===== src/rtl/div_ctrl_pkg.sv =====
// Shared constants for the EX-stage iterative divider sequencer.
// Contents: div_op bit positions and the two-bit sequencer state encodings.
// Imported by div_ctrl; no ports.
package div_ctrl_pkg;

    // div_op bit positions
    localparam int DIV_OP_SIGNED = 0;   // 1 = signed (div.w / mod.w)
    localparam int DIV_OP_REM    = 1;   // 1 = remainder (mod.*), 0 = quotient

    // Sequencer state encodings
    localparam logic [1:0] DIV_IDLE = 2'd0;
    localparam logic [1:0] DIV_CALC = 2'd1;
    localparam logic [1:0] DIV_DONE = 2'd2;

endpackage


===== src/rtl/div_step.sv =====
// One restoring radix-2 division iteration, purely combinational.
// Ports: rem_in/quo_in/divisor in; rem_out/quo_out are the shifted and updated pair.
// The caller guarantees rem_in < divisor, so the trial fits in DATA_WD+1 bits.
module div_step #(
    parameter int DATA_WD = 32
) (
    input  logic [DATA_WD-1:0] rem_in,
    input  logic [DATA_WD-1:0] quo_in,
    input  logic [DATA_WD-1:0] divisor,
    output logic [DATA_WD-1:0] rem_out,
    output logic [DATA_WD-1:0] quo_out
);

    logic [DATA_WD:0] shifted;
    logic [DATA_WD:0] trial;
    logic             trial_neg;

    // {rem,quo} << 1: the dividend MSB moves into the remainder LSB.
    assign shifted = {rem_in, quo_in[DATA_WD-1]};
    assign trial   = shifted - {1'b0, divisor};
    // A non-negative trial is always < divisor < 2^DATA_WD, so bit DATA_WD
    // is set only when the subtraction wrapped.
    assign trial_neg = trial[DATA_WD];

    assign rem_out = trial_neg ? shifted[DATA_WD-1:0] : trial[DATA_WD-1:0];
    assign quo_out = {quo_in[DATA_WD-2:0], ~trial_neg};

endmodule


===== src/rtl/div_ctrl.sv =====
// Sequencer for the EX-stage 32-bit iterative divider (div.w/mod.w/div.wu/mod.wu).
// Ports: clk/resetn; div_req/div_op/div_src1/div_src2 launch; div_cancel flushes;
// div_res_ack retires; div_stall/div_res_valid/div_result/div_busy report status.
module div_ctrl
    import div_ctrl_pkg::*;
#(
    parameter int DATA_WD = 32
) (
    input  logic               clk,
    input  logic               resetn,
    input  logic               div_req,
    input  logic [1:0]         div_op,
    input  logic [DATA_WD-1:0] div_src1,
    input  logic [DATA_WD-1:0] div_src2,
    input  logic               div_cancel,
    input  logic               div_res_ack,
    output logic               div_stall,
    output logic               div_res_valid,
    output logic [DATA_WD-1:0] div_result,
    output logic               div_busy
);

    localparam int CNT_WD = $clog2(DATA_WD);
    localparam logic [CNT_WD-1:0] LAST_CNT = CNT_WD'(DATA_WD - 1);

    logic [1:0]         state;
    logic [CNT_WD-1:0]  count;
    logic [DATA_WD-1:0] rem;
    logic [DATA_WD-1:0] quo;
    logic [DATA_WD-1:0] dvsr;
    logic [1:0]         op_q;
    logic               sign1;
    logic               sign2;
    logic               dvsr_zero;
    logic [DATA_WD-1:0] res_q;

    logic [DATA_WD-1:0] step_rem;
    logic [DATA_WD-1:0] step_quo;
    logic [DATA_WD-1:0] abs1;
    logic [DATA_WD-1:0] abs2;
    logic [DATA_WD-1:0] quo_fix;
    logic [DATA_WD-1:0] rem_fix;
    logic [DATA_WD-1:0] final_res;

    // Magnitudes are taken only for signed ops.
    assign abs1 = (div_op[DIV_OP_SIGNED] & div_src1[DATA_WD-1]) ? -div_src1 : div_src1;
    assign abs2 = (div_op[DIV_OP_SIGNED] & div_src2[DATA_WD-1]) ? -div_src2 : div_src2;

    div_step #(.DATA_WD(DATA_WD)) u_step (
        .rem_in  (rem),
        .quo_in  (quo),
        .divisor (dvsr),
        .rem_out (step_rem),
        .quo_out (step_quo)
    );

    // Sign fix applied to the outputs of the final iteration.
    // With a zero divisor every trial succeeds, so the remainder ends as |src1|
    // and the sign fix turns it back into src1 exactly; only the quotient
    // needs an explicit override.
    assign quo_fix   = (op_q[DIV_OP_SIGNED] & (sign1 ^ sign2)) ? -step_quo : step_quo;
    assign rem_fix   = (op_q[DIV_OP_SIGNED] & sign1) ? -step_rem : step_rem;
    assign final_res = op_q[DIV_OP_REM] ? rem_fix
                     : (dvsr_zero ? {DATA_WD{1'b1}} : quo_fix);

    always_ff @(posedge clk or negedge resetn) begin
        if (!resetn) begin
            state     <= DIV_IDLE;
            count     <= '0;
            rem       <= '0;
            quo       <= '0;
            dvsr      <= '0;
            op_q      <= '0;
            sign1     <= 1'b0;
            sign2     <= 1'b0;
            dvsr_zero <= 1'b0;
            res_q     <= '0;
        end else if (div_cancel) begin
            state <= DIV_IDLE;
            count <= '0;
        end else begin
            case (state)
                DIV_IDLE: begin
                    if (div_req) begin
                        state     <= DIV_CALC;
                        count     <= '0;
                        rem       <= '0;
                        quo       <= abs1;
                        dvsr      <= abs2;
                        op_q      <= div_op;
                        sign1     <= div_src1[DATA_WD-1];
                        sign2     <= div_src2[DATA_WD-1];
                        dvsr_zero <= (div_src2 == '0);
                    end
                end
                DIV_CALC: begin
                    if (!div_req) begin
                        // EX lost the instruction without a flush: drop the work.
                        state <= DIV_IDLE;
                        count <= '0;
                    end else begin
                        rem   <= step_rem;
                        quo   <= step_quo;
                        count <= count + CNT_WD'(1);
                        if (count == LAST_CNT) begin
                            state <= DIV_DONE;
                            res_q <= final_res;
                        end
                    end
                end
                DIV_DONE: begin
                    // Always pass through IDLE so one instruction launches once.
                    if (!div_req || div_res_ack) begin
                        state <= DIV_IDLE;
                        count <= '0;
                    end
                end
                default: begin
                    state <= DIV_IDLE;
                    count <= '0;
                end
            endcase
        end
    end

    assign div_stall     = div_req & (state != DIV_DONE);
    assign div_res_valid = (state == DIV_DONE);
    assign div_result    = res_q;
    assign div_busy      = (state != DIV_IDLE);

    // EX must keep the request up until it is retired or flushed.
    req_held_a: assert property (@(posedge clk) disable iff (!resetn)
        (state != DIV_IDLE) |-> (div_req || div_cancel))
        else $error("div_ctrl: div_req dropped while busy");

endmodule


===== config.mk =====
export PLATFORM = sky130hd
export DESIGN_NAME = div_ctrl
export DESIGN_NICKNAME = d
export VERILOG_FILES = /design/src/rtl/div_ctrl_pkg.sv /design/src/rtl/div_step.sv /design/src/rtl/div_ctrl.sv
export SDC_FILE = /design/constraint.sdc
export NUM_CORES = 1
export LEC_CHECK = 0
export CAP_MARGIN = 20
export CELL_PAD_IN_SITES_DETAIL_PLACEMENT = 1
export CELL_PAD_IN_SITES_GLOBAL_PLACEMENT = 1
export CORE_UTILIZATION = 45
export CTS_CLUSTER_DIAMETER = 30
export DETAILED_ROUTE_END_ITERATION = 12
export GPL_TIMING_DRIVEN = 0
export PLACE_DENSITY = 0.94
export SLEW_MARGIN = 20
export SYNTH_ARGS = -nofsm -noshare
export SYNTH_HDL_FRONTEND = slang
export SYNTH_HIERARCHICAL = 1
export SYNTH_SLANG_ARGS = --single-unit

===== constraint.sdc =====
create_clock -name clk -period 5.52 [get_ports clk]
set_input_delay 1.656 -clock clk [delete_from_list [all_inputs] [get_ports clk]]
set_output_delay 1.656 -clock clk [all_outputs]
set_load 0.005 [all_outputs]

Yosys cells after proc, flatten, opt, wreduce, memory -nomap -nowiden
Cells that the tools add are included.

Equal/unequal tests: 9. Muxes and demuxes: 24. Add/sub/neg operators: 6. Reduce and logical (&&, ||, !) cells: 11. Bitwise gates (word level): 8.

Operators with widths (count): $mux W32 (11); $neg A32 Y32 (4); $pmux W32 S2 (2); $sub A33 B32 Y33 (1); $logic_not A32 Y1 (1); $mux W5 (4); $pmux W5 S3 (1); $mux W2 (5); $reduce_and A4 Y1 (2); $ne A2 B2 Y1 const B (3); $pmux W2 S3 (1); $reduce_and A3 Y1 (2); $add A5 B1 Y5 const B (1); $and A1 B1 Y1 (5); $eq A5 B5 Y1 const B (1); $ne A4 B4 Y1 const B (1); $reduce_bool A2 Y1 (2); $ne A3 B2 Y1 const B (1); $ne A3 B3 Y1 const B (1); $eq A2 B1 Y1 const B (1); $eq A2 B2 Y1 const B (1); $logic_not A2 Y1 (1); $not A1 Y1 (2); $reduce_and A2 Y1 (1); 3 further kinds (3).

Word-level logic and storage cells: 68. Flip-flop bits (word level): 140. Output and inout bits: 35.

Longest topological paths before layout
Depth in word-level cells: 6. Depth in mapped cells: 22. Depth with buffers taken out: 20.

Hierarchy
Netlist, hierarchy kept.

Modules (own cells, without submodules): div_ctrl (area each 8474.4 um2, cells an instance 969, times used 1, sequential area each 3503.4 um2); div_step (area each 2591.2 um2, cells an instance 336, times used 1, sequential area each 0.0 um2).

Worst setup path after synthesis
No wires, ideal clock.

Path kind: register -> register. Start point: register quo[31]. End point: register res_q[29], in the netlist div_result[29]. Data arrival time: 4900 ps. Cell stages (with the launch flop): 22. Clock period less this slack: 5036 ps. Slack: 484 ps. Path buffers: 2. Required time: 5384 ps. Cells stage by stage: dfrtp_1 -> inv_1 -> ha_1 -> fa_1 -> and2b_1 -> o2111ai_2 -> a21oi_2 -> o2111ai_1 -> a211oi_2 -> nor2_4 -> mux2i_4 -> and2_4 -> buf_12 -> inv_8 -> buf_12 -> mux2_4 -> or4_1 -> or4_4 -> nor4_2 -> mux2_2 -> o221ai_1 -> a21oi_1.

Longest elaborated chain between the ends: 6. Elaborated cells on any way between the ends: 9. Classes of those cells: add/sub (3); mux (5); bitwise (1).

RTL lines: from (decl) (RTL line div_ctrl.sv:29) `logic [DATA_WD-1:0] quo;`; from (signal assigned) (RTL line div_ctrl.sv:88) `quo <= abs1;`; from (signal assigned) (RTL line div_ctrl.sv:103) `quo <= step_quo;`; $sub A33 B32 Y33 (RTL line div_step.sv:20) `assign trial = shifted - {1'b0, divisor};`; $not A1 Y1 (RTL line div_step.sv:26) `assign quo_out = {quo_in[DATA_WD-2:0], ~trial_neg};`; net step_quo[0] (RTL line div_ctrl.sv:38) `logic [DATA_WD-1:0] step_quo;`; $neg A32 Y32 (RTL line div_ctrl.sv:61) `assign quo_fix = (op_q[DIV_OP_SIGNED] & (sign1 ^ sign2)) ? -step_quo : step_quo;`; $mux W32 (RTL line div_ctrl.sv:61); $mux W32 (RTL line div_ctrl.sv:64) `: (dvsr_zero ? {DATA_WD{1'b1}} : quo_fix);`; $mux W32 (RTL line div_ctrl.sv:63) `assign final_res = op_q[DIV_OP_REM] ? rem_fix`; to (signal assigned) (RTL line div_ctrl.sv:107) `res_q <= final_res;`; to (decl) (RTL line div_ctrl.sv:35) `logic [DATA_WD-1:0] res_q;`.

The timed path passes the listed nets, and every way through them passes these cells. A chain may end at the register's enable or synchronous reset.

Worst setup path after layout
Start point: register quo[31]. End point: register res_q[26], in the netlist div_result[26].

Longest elaborated chain between the ends: 6. Elaborated cells on any way between the ends: 9. Classes of those cells: add/sub (3); mux (5); bitwise (1).

RTL lines (RTL line): $sub A33 B32 Y33 (div_step.sv:20); $not A1 Y1 (div_step.sv:26); $neg A32 Y32 (div_ctrl.sv:61); $mux W32 (div_ctrl.sv:61); $mux W32 (div_ctrl.sv:64); $mux W32 * (div_ctrl.sv:63).

Every way passes the cells marked *; elsewhere a longest branch is shown, timed or not.

==> run_results.csv <==
group,metric,value,unit
logic_synthesis,synth_area_per_cell,8.48,sq um
power,pwr-share-seq,24.6,%
logic_synthesis,async_flop_share,100,%
floorplanning,core_area,0.0242,sq mm
clock_tree,clkLatencyLatePin,0.45,ns
timing,setup_viol,0,
route,vias,11600,
critical_path,startpoint_type,"flop",
power,switching_share,42.6,%
timing,rsz0062_at_grt,"true",
layout,drive_above_1_share,11.8,%
timing,slew_viol_final,0,
timing,holdWs,0.478,ns
timing,max-slew-margin-rel,27.6,%
critical_path,path_common_cell,"o2111ai_2",
critical_path,cp_max_fo,7,
timing,fin_crit_sh,99.4,%
run,maxCapViolations,0,
timing,hold_viol,0,
grt,grtUsageTotal,33.3,%
route,wirelength,43300,microns
critical_path,critPathBufInv,5,
logic_synthesis,yosysSeqAreaShare,31.7,%
floorplanning,ios,106,
layout,fin_nets,1557,
layout,final_cell_area,0.0134,sq mm
layout,num_antenna_cells,0,
layout,fillerInstances,2885,
clock_tree,cts_made_buffers,17,
status,status,"finished, final reports clean",
route,avgRoutedWirePerCell,24.3,microns
logic_synthesis,synth_top_area_share,31.7,%
power,vdd_drop_max,0.213,mV
floorplanning,start_util,45.6,%
route,drc,0,
placed_design,port_buffers,105,
route,dr.pass1.iters,6,
grt,antenna_found_initial,0,
power,switchingPower,2.10,mW
floorplanning,die_y,159,microns
logic_synthesis,yosysUniqueCellTypes,94,
floorplanning,num_rows,57,
grt,grt_pass1_vias,11900,
logic_synthesis,synth_area,0.0111,sq mm
logic_synthesis,synth_area_leaders,"dfrtp_1, xnor2_1, o21ai_0",
route,antenna_left,0,
logic_synthesis,synthTopCellsByCount,"dfrtp_1, nand2_1, o21ai_0, nor2_1, a21oi_1",
power,p_comb_share,50.5,%
logic_synthesis,synth_most_common_cell,"dfrtp_1",
critical_path,crit_chain,"inv_2 > ha_4 > fa_2 > and2b_1 > o2111ai_2 > a21oi_2 > o2111ai_2 > a211oi_2 > nor2_4 > mux2i_4 > and2_4 > clkinv_8 > clkbuf_16 > buf_4 > inv_1 > ha_1 > or3b_2 > nor3_1 > nand2_1 > or4_1 > nand3_1 > a21oi_1",
critical_path,crit_family,"simple AND/OR/NAND/NOR gates",
critical_path,cp-end-kind,"flop",
grt,grt_start_max_net_pins,77,
logic_synthesis,ys_warn_count,6,
logic_synthesis,synthesis.nets,1415,
logic_synthesis,synth_edf_count,0,
route,via_per_inst,6.49,
layout,area_growth,20.9,%
logic_synthesis,synth_flop_cell,"dfrtp_1",
power,p_leak,5.77,nW
power,p_int,2.83,mW
clock_tree,htreeDepth,4,
min_path,hold_path.class,"flop to flop",
clock_tree,cts_root_buf,"clkbuf_16",
clock_tree,clkTransAtPathRegs,0.07,ns
timing,timing.final.crit_period,5.48,ns
placed_design,dpl_cell_area,0.0126,sq mm
critical_path,crit_arrival,5.79,ns
grt,gr-total-overflow,0,
timing,fmax,182,MHz
critical_path,cp_slowest_cell,"or3b_2",
critical_path,max_stage_delay,0.52,ns
route,drt-initial-drc-count,1067,
timing,skew,0.0168,ns
logic_synthesis,yosys_register_bits,140,
placed_design,dp_hpwl,31200,microns
critical_path,worst_ep_required_time,5.82,ns
power,power.clock.fraction,24.9,%
clock_tree,hold_buffers,0,
logic_synthesis,yosysTopAreaCell,"dfrtp_1",
logic_synthesis,syn_inst,1305,
clock_tree,cts_tree,"done",
grt,grt_pass1_wl,65900,microns
clock_tree,cts_sinks,140,
floorplanning,dieArea,0.0252,sq mm
timing,worst_slew_pin_slew,1.08,ns
power,power.density,369,mW/mm^2
clock_tree,clockBufferDepth,2,
floorplanning,die_w,159,microns
placed_design,gp_congestion,0.986,
critical_path,crit_type,"flop to flop",
layout make-up:
type / instances / area [sq um] / share of cell area, %
Buffer: 95 / 546 / 4.08
Clock buffer: 17 / 425 / 3.18
Clock inverter: 15 / 181 / 1.36
Inverter: 51 / 204 / 1.52
Multi-Input combinational cell: 1018 / 6870 / 51.4
Sequential cell: 140 / 3510 / 26.2
Tap cell: 324 / 405 / 3.03
Timing Repair Buffer: 124 / 1240 / 9.24
final timing paths:
check                                             end  slack, ns  depth (start not counted)                        from
setup / recovery           div_result[26]$_DFFE_PN0P_       0.04                         22         quo[31]$_DFFE_PN0P_
hold / removal             div_result[24]$_DFFE_PN0P_       0.48                          1  div_result[24]$_DFFE_PN0P_
setup reg to reg           div_result[26]$_DFFE_PN0P_       0.04                         22         quo[31]$_DFFE_PN0P_
hold reg to reg            div_result[24]$_DFFE_PN0P_       0.48                          1  div_result[24]$_DFFE_PN0P_
max in group asynchronous         quo[30]$_DFFE_PN0P_       3.58                          2                      resetn
min in group asynchronous          rem[5]$_DFFE_PN0P_       1.17                          1                      resetn
kinds of logic after synthesis:
family,share of synthesized area [%]
AO/OA/AOI/OAI,24.1
XOR/XNOR,10.5
adder cells (fa/ha/maj),4.48
buffers and inverters,7.00
flip-flops,31.7
multiplexers,3.65
AND/OR/NAND/NOR,18.6
through the flow:
stage          std cells  setup slack [ns]  TNS [ns]  total power, mW  util [%]
2_1_floorplan       1305             0.484         0             2.77         -
3_3_place_gp        1734             -2.98   -417.51             3.26      51.6
3_5_place_dp        1735            -0.486     -3.14             3.37      51.8
4_1_cts             1771            0.0148         0             4.69      54.5
5_1_grt             1784           -0.0582    -0.250             5.10      55.2
6_report            1784            0.0355         0             4.93      55.2
placed cells by master (no fill, tap or decap), drive strengths merged, types with 4 or more instances in the layout:
cell type / netlist / final
o21ai: 124 / 124
o41ai: 12 / 12
nand2b: 5 / 5
clkbuf: 51 / 69
o22ai: 24 / 24
a21oi: 82 / 82
o311ai: 4 / 4
a221oi: 7 / 7
a211oi: 5 / 5
o21bai: 4 / 4
nand4: 12 / 12
o31ai: 17 / 17
o2111ai: 6 / 6
mux2i: 5 / 5
nand3: 29 / 29
nor2b: 9 / 9
inv: 51 / 57
and2: 11 / 12
nor3b: 4 / 4
or3: 16 / 16
clkinv: 0 / 5
clkdlybuf4s50: 1 / 105
mux2: 24 / 24
nor4: 20 / 20
xor2: 58 / 58
or2: 5 / 5
o21a: 8 / 8
a41oi: 4 / 4
nor2: 83 / 83
a31oi: 28 / 28
xnor2: 75 / 75
and3: 16 / 16
nor3: 35 / 35
nand2: 135 / 135
ha: 38 / 38
dfrtp: 140 / 140
buf: 44 / 62
a22o: 31 / 31
a21o: 24 / 24
or4: 16 / 16
state kept, by name, indices dropped and copies added, names as in the netlist:
signal / count
div_result: 32
dvsr: 32
quo: 32
rem: 32
count: 5
op_q: 2
state: 2
dvsr_zero: 1
sign1: 1
sign2: 1
repair_timing:
action | in CTS | in global routing
pin swaps | 4 | 10
gates resized for setup | 3 | 17
endpoints found under the setup margin | 16 | 12
buffers inserted | 4 | 13
cloned | 0 | 2
power by group through the flow:
stage	clock network, mW	registers [mW]	logic, mW
CTS	1.22	1.21	2.26
detailed placement	0	1.23	2.15
global placement	0	1.22	2.04
global route	1.26	1.22	2.62
finish	1.23	1.21	2.49
floorplan	0	1.20	1.57
routing by layer:
layer	up-vias	track usage, %	wire [microns]	share of wire (%)
met2	601	54.9	20700	48
met5	-	0	0	0
met3	136	5.54	3500	8.1
li1	5024	-	-	-
met1	5810	42.7	17400	40
met4	0	14.8	1760	4.1
(Power assumes the default switching activity.)
